File: config.mk
export PLATFORM = sky130hd
export DESIGN_NAME = imem_arbiter_flat
export DESIGN_NICKNAME = d
export VERILOG_FILES = /design/src/rtl/imem_arbiter_if.sv /design/src/rtl/imem_arbiter.sv /design/src/flat_wrapper.sv
export SDC_FILE = /design/constraint.sdc
export NUM_CORES = 1
export LEC_CHECK = 0
export CORE_AREA = 2 2 103 105
export CTS_CLUSTER_SIZE = 24
export DETAILED_ROUTE_END_ITERATION = 12
export DIE_AREA = 0 0 105 107
export HOLD_SLACK_MARGIN = 0.08
export SLEW_MARGIN = 20
export SYNTH_ARGS = -nofsm -noshare
export SYNTH_HDL_FRONTEND = slang
export SYNTH_SLANG_ARGS = --single-unit
export TNS_END_PERCENT = 20
File: constraint.sdc
create_clock -name clk -period 4.47 [get_ports clk]
set_input_delay 1.341 -clock clk [delete_from_list [all_inputs] [get_ports clk]]
set_output_delay 1.341 -clock clk [all_outputs]
set_load 0.01 [all_outputs]
File: src/rtl/imem_arbiter_if.sv
// Instruction-memory arbiter bus: fetch requester, loader requester, memory port.
// Latency: n/a (signal bundle only).
// Backpressure: fetch sees fetch_stall; the loader sees ldr_gnt.
interface imem_arbiter_if #(
  parameter int ADDR_W = 32,
  parameter int DATA_W = 32
);
  logic              fetch_req;
  logic [ADDR_W-1:0] fetch_addr;
  logic              fetch_stall;
  logic              fetch_valid;
  logic [DATA_W-1:0] fetch_data;
  logic              ldr_req;
  logic              ldr_we;
  logic              ldr_lock;
  logic [ADDR_W-1:0] ldr_addr;
  logic [DATA_W-1:0] ldr_wdata;
  logic              ldr_gnt;
  logic              ldr_done;
  logic [DATA_W-1:0] ldr_rdata;
  logic [ADDR_W-1:0] mem_addr;
  logic              mem_we;
  logic [DATA_W-1:0] mem_wdata;
  logic [DATA_W-1:0] mem_rdata;

  // Arbiter side
  modport slave (
    input  fetch_req, fetch_addr, ldr_req, ldr_we, ldr_lock, ldr_addr, ldr_wdata, mem_rdata,
    output fetch_stall, fetch_valid, fetch_data, ldr_gnt, ldr_done, ldr_rdata,
           mem_addr, mem_we, mem_wdata
  );

  // Requesters plus memory side
  modport master (
    output fetch_req, fetch_addr, ldr_req, ldr_we, ldr_lock, ldr_addr, ldr_wdata, mem_rdata,
    input  fetch_stall, fetch_valid, fetch_data, ldr_gnt, ldr_done, ldr_rdata,
           mem_addr, mem_we, mem_wdata
  );
endinterface

File: src/rtl/imem_arbiter.sv
// Shares the single-ported instruction memory between fetch (default owner) and the loader.
// Latency: grant decode is combinational; read data returns 1 cycle after grant.
// Backpressure: fetch held via fetch_stall; loader waits on ldr_gnt (at most MAX_WAIT+1 cycles).
module imem_arbiter #(
  parameter int ADDR_W   = 32,
  parameter int DATA_W   = 32,
  parameter int MAX_WAIT = 4
) (
  input  logic          clk,
  input  logic          reset,
  imem_arbiter_if.slave bus
);

  typedef enum logic [1:0] {
    FETCH_OWN = 2'd0,
    LDR_OWN   = 2'd1,
    LDR_LOCK  = 2'd2
  } state_t;

  typedef enum logic [1:0] {
    OWN_NONE   = 2'd0,
    OWN_FETCH  = 2'd1,
    OWN_LDR_RD = 2'd2,
    OWN_LDR_WR = 2'd3
  } owner_t;

  localparam logic [3:0] WAIT_MAX = 4'(MAX_WAIT);

  state_t            state, state_nxt;
  owner_t            owner, owner_nxt;
  logic [3:0]        wait_cnt, wait_nxt;
  logic              ldr_gnt_c;
  logic              fetch_gnt_c;
  logic              stall_c;
  logic              we_c;
  logic [ADDR_W-1:0] addr_c;
  logic [DATA_W-1:0] wdata_c;

  // State, starvation counter and return-path owner tag; reset drops any in-flight tag
  always_ff @(posedge clk) begin
    if (!reset) begin
      state    <= FETCH_OWN;
      owner    <= OWN_NONE;
      wait_cnt <= '0;
    end else begin
      state    <= state_nxt;
      owner    <= owner_nxt;
      wait_cnt <= wait_nxt;
    end
  end

  // Grant decode, next state, wait counter and memory port steering
  always_comb begin
    state_nxt   = state;
    ldr_gnt_c   = 1'b0;
    fetch_gnt_c = 1'b0;
    stall_c     = 1'b0;
    wait_nxt    = wait_cnt;
    owner_nxt   = OWN_NONE;

    case (state)
      LDR_LOCK: begin
        // Burst: loader keeps the port while it requests; fetch held including the idle exit cycle
        stall_c   = bus.fetch_req;
        ldr_gnt_c = bus.ldr_req;
        if (!bus.ldr_req) state_nxt = FETCH_OWN;
      end
      default: begin
        // FETCH_OWN; the single-access loader state never persists past its grant cycle
        state_nxt = FETCH_OWN;
        if (bus.ldr_req && (!bus.fetch_req || wait_cnt == WAIT_MAX)) begin
          ldr_gnt_c = 1'b1;
          stall_c   = bus.fetch_req;
          if (bus.ldr_lock) state_nxt = LDR_LOCK;
        end else if (bus.fetch_req) begin
          fetch_gnt_c = 1'b1;
        end
      end
    endcase

    if (ldr_gnt_c || !bus.ldr_req) begin
      wait_nxt = '0;
    end else if (fetch_gnt_c && wait_cnt < WAIT_MAX) begin
      wait_nxt = wait_cnt + 4'd1;
    end

    // Nothing is granted while reset is held, so outputs stay quiet
    if (!reset) begin
      ldr_gnt_c   = 1'b0;
      fetch_gnt_c = 1'b0;
      stall_c     = 1'b0;
    end

    if (ldr_gnt_c) begin
      owner_nxt = bus.ldr_we ? OWN_LDR_WR : OWN_LDR_RD;
    end else if (fetch_gnt_c) begin
      owner_nxt = OWN_FETCH;
    end

    addr_c  = ldr_gnt_c ? bus.ldr_addr : bus.fetch_addr;
    we_c    = ldr_gnt_c & bus.ldr_we;
    wdata_c = ldr_gnt_c ? bus.ldr_wdata : '0;
  end

  assign bus.ldr_gnt     = ldr_gnt_c;
  assign bus.fetch_stall = stall_c;
  assign bus.mem_addr    = addr_c;
  assign bus.mem_we      = we_c;
  assign bus.mem_wdata   = wdata_c;

  assign bus.fetch_valid = (owner == OWN_FETCH);
  assign bus.ldr_done    = (owner == OWN_LDR_RD) || (owner == OWN_LDR_WR);
  assign bus.fetch_data  = (owner == OWN_FETCH)  ? bus.mem_rdata : '0;
  assign bus.ldr_rdata   = (owner == OWN_LDR_RD) ? bus.mem_rdata : '0;

endmodule

File: src/flat_wrapper.sv
// flat-port wrapper written by rule: the top's interface ports become plain ports
module imem_arbiter_flat 
#(
  parameter int ADDR_W   = 32,
  parameter int DATA_W   = 32,
  parameter int MAX_WAIT = 4
)
  (clk, reset, bus_fetch_req, bus_fetch_addr, bus_ldr_req, bus_ldr_we, bus_ldr_lock, bus_ldr_addr, bus_ldr_wdata, bus_mem_rdata, bus_fetch_stall, bus_fetch_valid, bus_fetch_data, bus_ldr_gnt, bus_ldr_done, bus_ldr_rdata, bus_mem_addr, bus_mem_we, bus_mem_wdata);
  imem_arbiter_if #(.ADDR_W(ADDR_W), .DATA_W(DATA_W)) bus_i ();
  input  logic clk;
  input  logic reset;
  input wire logic [$bits(bus_i.fetch_req)-1:0] bus_fetch_req;
  input wire logic [$bits(bus_i.fetch_addr)-1:0] bus_fetch_addr;
  input wire logic [$bits(bus_i.ldr_req)-1:0] bus_ldr_req;
  input wire logic [$bits(bus_i.ldr_we)-1:0] bus_ldr_we;
  input wire logic [$bits(bus_i.ldr_lock)-1:0] bus_ldr_lock;
  input wire logic [$bits(bus_i.ldr_addr)-1:0] bus_ldr_addr;
  input wire logic [$bits(bus_i.ldr_wdata)-1:0] bus_ldr_wdata;
  input wire logic [$bits(bus_i.mem_rdata)-1:0] bus_mem_rdata;
  output wire logic [$bits(bus_i.fetch_stall)-1:0] bus_fetch_stall;
  output wire logic [$bits(bus_i.fetch_valid)-1:0] bus_fetch_valid;
  output wire logic [$bits(bus_i.fetch_data)-1:0] bus_fetch_data;
  output wire logic [$bits(bus_i.ldr_gnt)-1:0] bus_ldr_gnt;
  output wire logic [$bits(bus_i.ldr_done)-1:0] bus_ldr_done;
  output wire logic [$bits(bus_i.ldr_rdata)-1:0] bus_ldr_rdata;
  output wire logic [$bits(bus_i.mem_addr)-1:0] bus_mem_addr;
  output wire logic [$bits(bus_i.mem_we)-1:0] bus_mem_we;
  output wire logic [$bits(bus_i.mem_wdata)-1:0] bus_mem_wdata;
  assign bus_i.fetch_req = bus_fetch_req;
  assign bus_i.fetch_addr = bus_fetch_addr;
  assign bus_i.ldr_req = bus_ldr_req;
  assign bus_i.ldr_we = bus_ldr_we;
  assign bus_i.ldr_lock = bus_ldr_lock;
  assign bus_i.ldr_addr = bus_ldr_addr;
  assign bus_i.ldr_wdata = bus_ldr_wdata;
  assign bus_i.mem_rdata = bus_mem_rdata;
  assign bus_fetch_stall = bus_i.fetch_stall;
  assign bus_fetch_valid = bus_i.fetch_valid;
  assign bus_fetch_data = bus_i.fetch_data;
  assign bus_ldr_gnt = bus_i.ldr_gnt;
  assign bus_ldr_done = bus_i.ldr_done;
  assign bus_ldr_rdata = bus_i.ldr_rdata;
  assign bus_mem_addr = bus_i.mem_addr;
  assign bus_mem_we = bus_i.mem_we;
  assign bus_mem_wdata = bus_i.mem_wdata;
  imem_arbiter #(.ADDR_W(ADDR_W), .DATA_W(DATA_W), .MAX_WAIT(MAX_WAIT)) u_core (.clk(clk), .reset(reset), .bus(bus_i));
endmodule
==> run metrics <==
final hold vios=0; max cap viols=0; P_int=0.3495 mW; register area share after synthesis=9.773%; R2R depth=7; Ys Warns=0; Initial Utilization=14.21%; DR pass1 iterations=2; die width=105 microns; fin util=42.77%; final clock skew=0.0002650 ns; power density over the cells=111.5 mW/mm^2; PortBufs=266; final period utilization=97.88%; via count=2,263; vias per std cell=3.868; antenna violations before repair=0; Final HPWL DP=6586 microns; share of layout cells above drive strength 1=11.80%; Syn Nets=316; most instantiated cells after synthesis=97 x and2_1, 32 x mux2_2, 7 x clkbuf_1, 7 x dfxtp_1, 6 x buf_6; cell with the most instances after synthesis=and2_1; Synth top area share=42.32%; synthesis-to-finish area growth=201.0%; predominant post-synthesis flop cell=dfxtp_1; top sig layer=met4; Pleak=1.787 nW; placement row count=37; startpoint type of the worst setup path=primary input; vias in the first global route=2,285; ranking of synthesized cells by area=and2_1 42%, mux2_2 25%, dfxtp_1 9.8%; Comb pwr share=68.1%; Syn Std Cell Area=0.001434 sq mm; Die Ht=107 microns; sequential share of power=13.7%; Post-synth EDFFs=0; H-tree Lvls=1; global route overflow=0; CTS tree=yes; # IOs=267; Reg area=140.1 sq um; first-pass GRT wire length=11,260 microns; fillers=1,069; synthesis-stage register bit count=7; Tightest Pin Transition=0.2973 ns; DRC Markers=0; Detailed Route WL=7828 microns; relative slew slack=80.10%; nets@finish=586; Met2 Wirelength=4293 microns; clock root cell=clkbuf_8; maximum clock insertion buffer count=2; CTS clk-pin slew, worst paths=0.04 ns; Layout Cells excl Fill=585; cells after synthesis=180; WP data arrival=3.03 ns; largest net degree at the start of global routing=47; Hold Path Sink=u_core.wait_cnt[3]$_SDFFE_PP0P_; die area=0.01124 sq mm; Yosys cell types=22; Async S/R FF share, synth=0%; Tightest Hold Check Type=flop to flop; initial DRC count=28; hold depth=2; GRT Util Overall=12.40%; Final Slew Violations=0; clock power share=18.2%; Hold Startpoint=u_core.wait_cnt[3]$_SDFFE_PP0P_; worst hold slack=0.4871 ns; Syn Area/Cell=7.966 sq um; endpoint type of the worst setup path=primary output; reg2reg end=u_core.state[1]$_SDFFE_PN0P_; WL met3=703 microns; origin of the critical flop-to-flop path=u_core.wait_cnt[0]$_SDFFE_PP0P_; Tmin final=4.375 ns; unrepaired setup endpoints after global routing=no; multi-input logic area=0.001181 sq mm; status=complete, no violations; Placeable Area=0.01009 sq mm; critical path required time=3.13 ns; CTS buffer count=3; Antenna Cells=0; highest clock rate=0.2286 GHz; flop2flop setup slack=3.07 ns; Peak VDD IR=0.00009908 V; Routed Antenna Nets=0; Clk Latency, worst-skew pair=0.23 ns; Yosys top cell by area=and2_1; TritonCTS Sinks=7; Placed Cells=577; Crit Path Category=primary input to primary output; switching share of total power=27.37%; final setup violation count=0; Net Switching=0.1317 mW; routability cong.=0.7795; met1 wire length=2755 microns; DR WL/cell=13.38 microns; CP Max Fanout=12
[sequential cells by signal (all words and copies together) (netlist names)]
name / cells
u_core.owner: 2
u_core.wait_cnt: 4
u_core.state: 1
[critical path: stages]
cell             delay [ns]
clkdlybuf4s50_1        0.49
nand2_1                0.11
a21oi_4                0.15
buf_12                 0.14
buf_12                 0.12
and2_1                 0.12
clkdlybuf4s50_1        0.55
[cell usage in the layout, fill, tap and decap left out]
cell type / n
and3_1: 1
buf_6: 1
nor3_1: 4
inv_1: 3
clkbuf_8: 3
xnor2_1: 1
nor2b_2: 1
clkbuf_16: 2
nor2b_1: 3
a21oi_1: 4
and3b_1: 1
clkbuf_1: 1
buf_12: 3
nand2_1: 4
mux2_2: 32
nand3b_4: 1
buf_4: 7
nor2_1: 1
dfxtp_1: 7
dlygate4sd2_1: 54
clkdlybuf4s50_1: 212
a21oi_4: 1
mux2i_1: 1
and2_1: 97
ha_1: 2
a31o_2: 1
nor4b_4: 1
[repair_timing]
| action | in CTS | in global routing |
|---|---|---|
| pin swaps | 0 | 1 |
| buffers inserted | 0 | 1 |
| hold buffers | 0 | 0 |
| setup endpoints to repair | 54 | 11 |
| cloned | 0 | 3 |
| hold endpoints to repair | 0 | 0 |
| resized for setup | 54 | 0 |
[through the flow]
| step | instance area (sq um) | TNS (ns) | total power [mW] | setup slack (ns) |
|---|---|---|---|---|
| after floorplan | 1434 | 0 | 0.1712 | 0.8830 |
| after global placement | 4258 | -3.887 | 0.4087 | -0.1041 |
| after detailed placement | 4258 | -4.364 | 0.4100 | -0.1107 |
| after CTS | 4235 | 0 | 0.4805 | 0.03694 |
| after global routing | 4317 | 0 | 0.5103 | 0.006901 |
| final | 4317 | 0 | 0.4812 | 0.09492 |
[power groups by stage]
| stage | Combinational [mW] | Clock, mW | Sequential (mW) |
|---|---|---|---|
| final | 0.328 | 0.0875 | 0.0658 |
| after global routing | 0.351 | 0.0937 | 0.0659 |
| after CTS | 0.325 | 0.0900 | 0.0659 |
| after floorplan | 0.105 | 0 | 0.0666 |
| after detailed placement | 0.343 | 0 | 0.0669 |
| after global placement | 0.342 | 0 | 0.0668 |
[logic make-up after synthesis]
group           count (synthesis)  share of synthesized area (%)
mux                            33                          25.83
buf+inv                        17                          7.854
simple gates                  114                          51.05
xor+xnor                        1                         0.6109
compound gates                  6                          3.142
flops                           7                          9.773
fa+ha+maj                       2                          1.745
[worst max-delay path by stage]
stage | start | end | slack, ns | depth (start not counted)
floorplan | bus_fetch_req | bus_mem_addr[14] | 0.88 | 4
global placement | bus_fetch_req | bus_mem_addr[2] | -0.10 | 6
detailed placement | bus_fetch_req | bus_mem_addr[5] | -0.11 | 6
CTS | bus_fetch_req | bus_mem_wdata[24] | 0.04 | 6
global route | bus_ldr_req | bus_mem_wdata[0] | 0.007 | 7
finish | bus_ldr_req | bus_mem_wdata[30] | 0.09 | 7
[cell type report]
type                            instances  share of cell area [%]
Clock buffer                            4                   1.043
Inverter                                3                  0.2609
Multi-Input combinational cell        156                   27.36
Sequential cell                         7                   3.246
Tap cell                              136                   3.942
Timing Repair Buffer                  279                   64.15
[layer usage]
layer / vias up / GRT usage (%)
met5: - / 0
met1: 989 / 12.38
met3: 6 / 3.100
met4: 0 / 2.381
met2: 149 / 25.60
li1: 1119 / -
(Power assumes the default switching activity.)
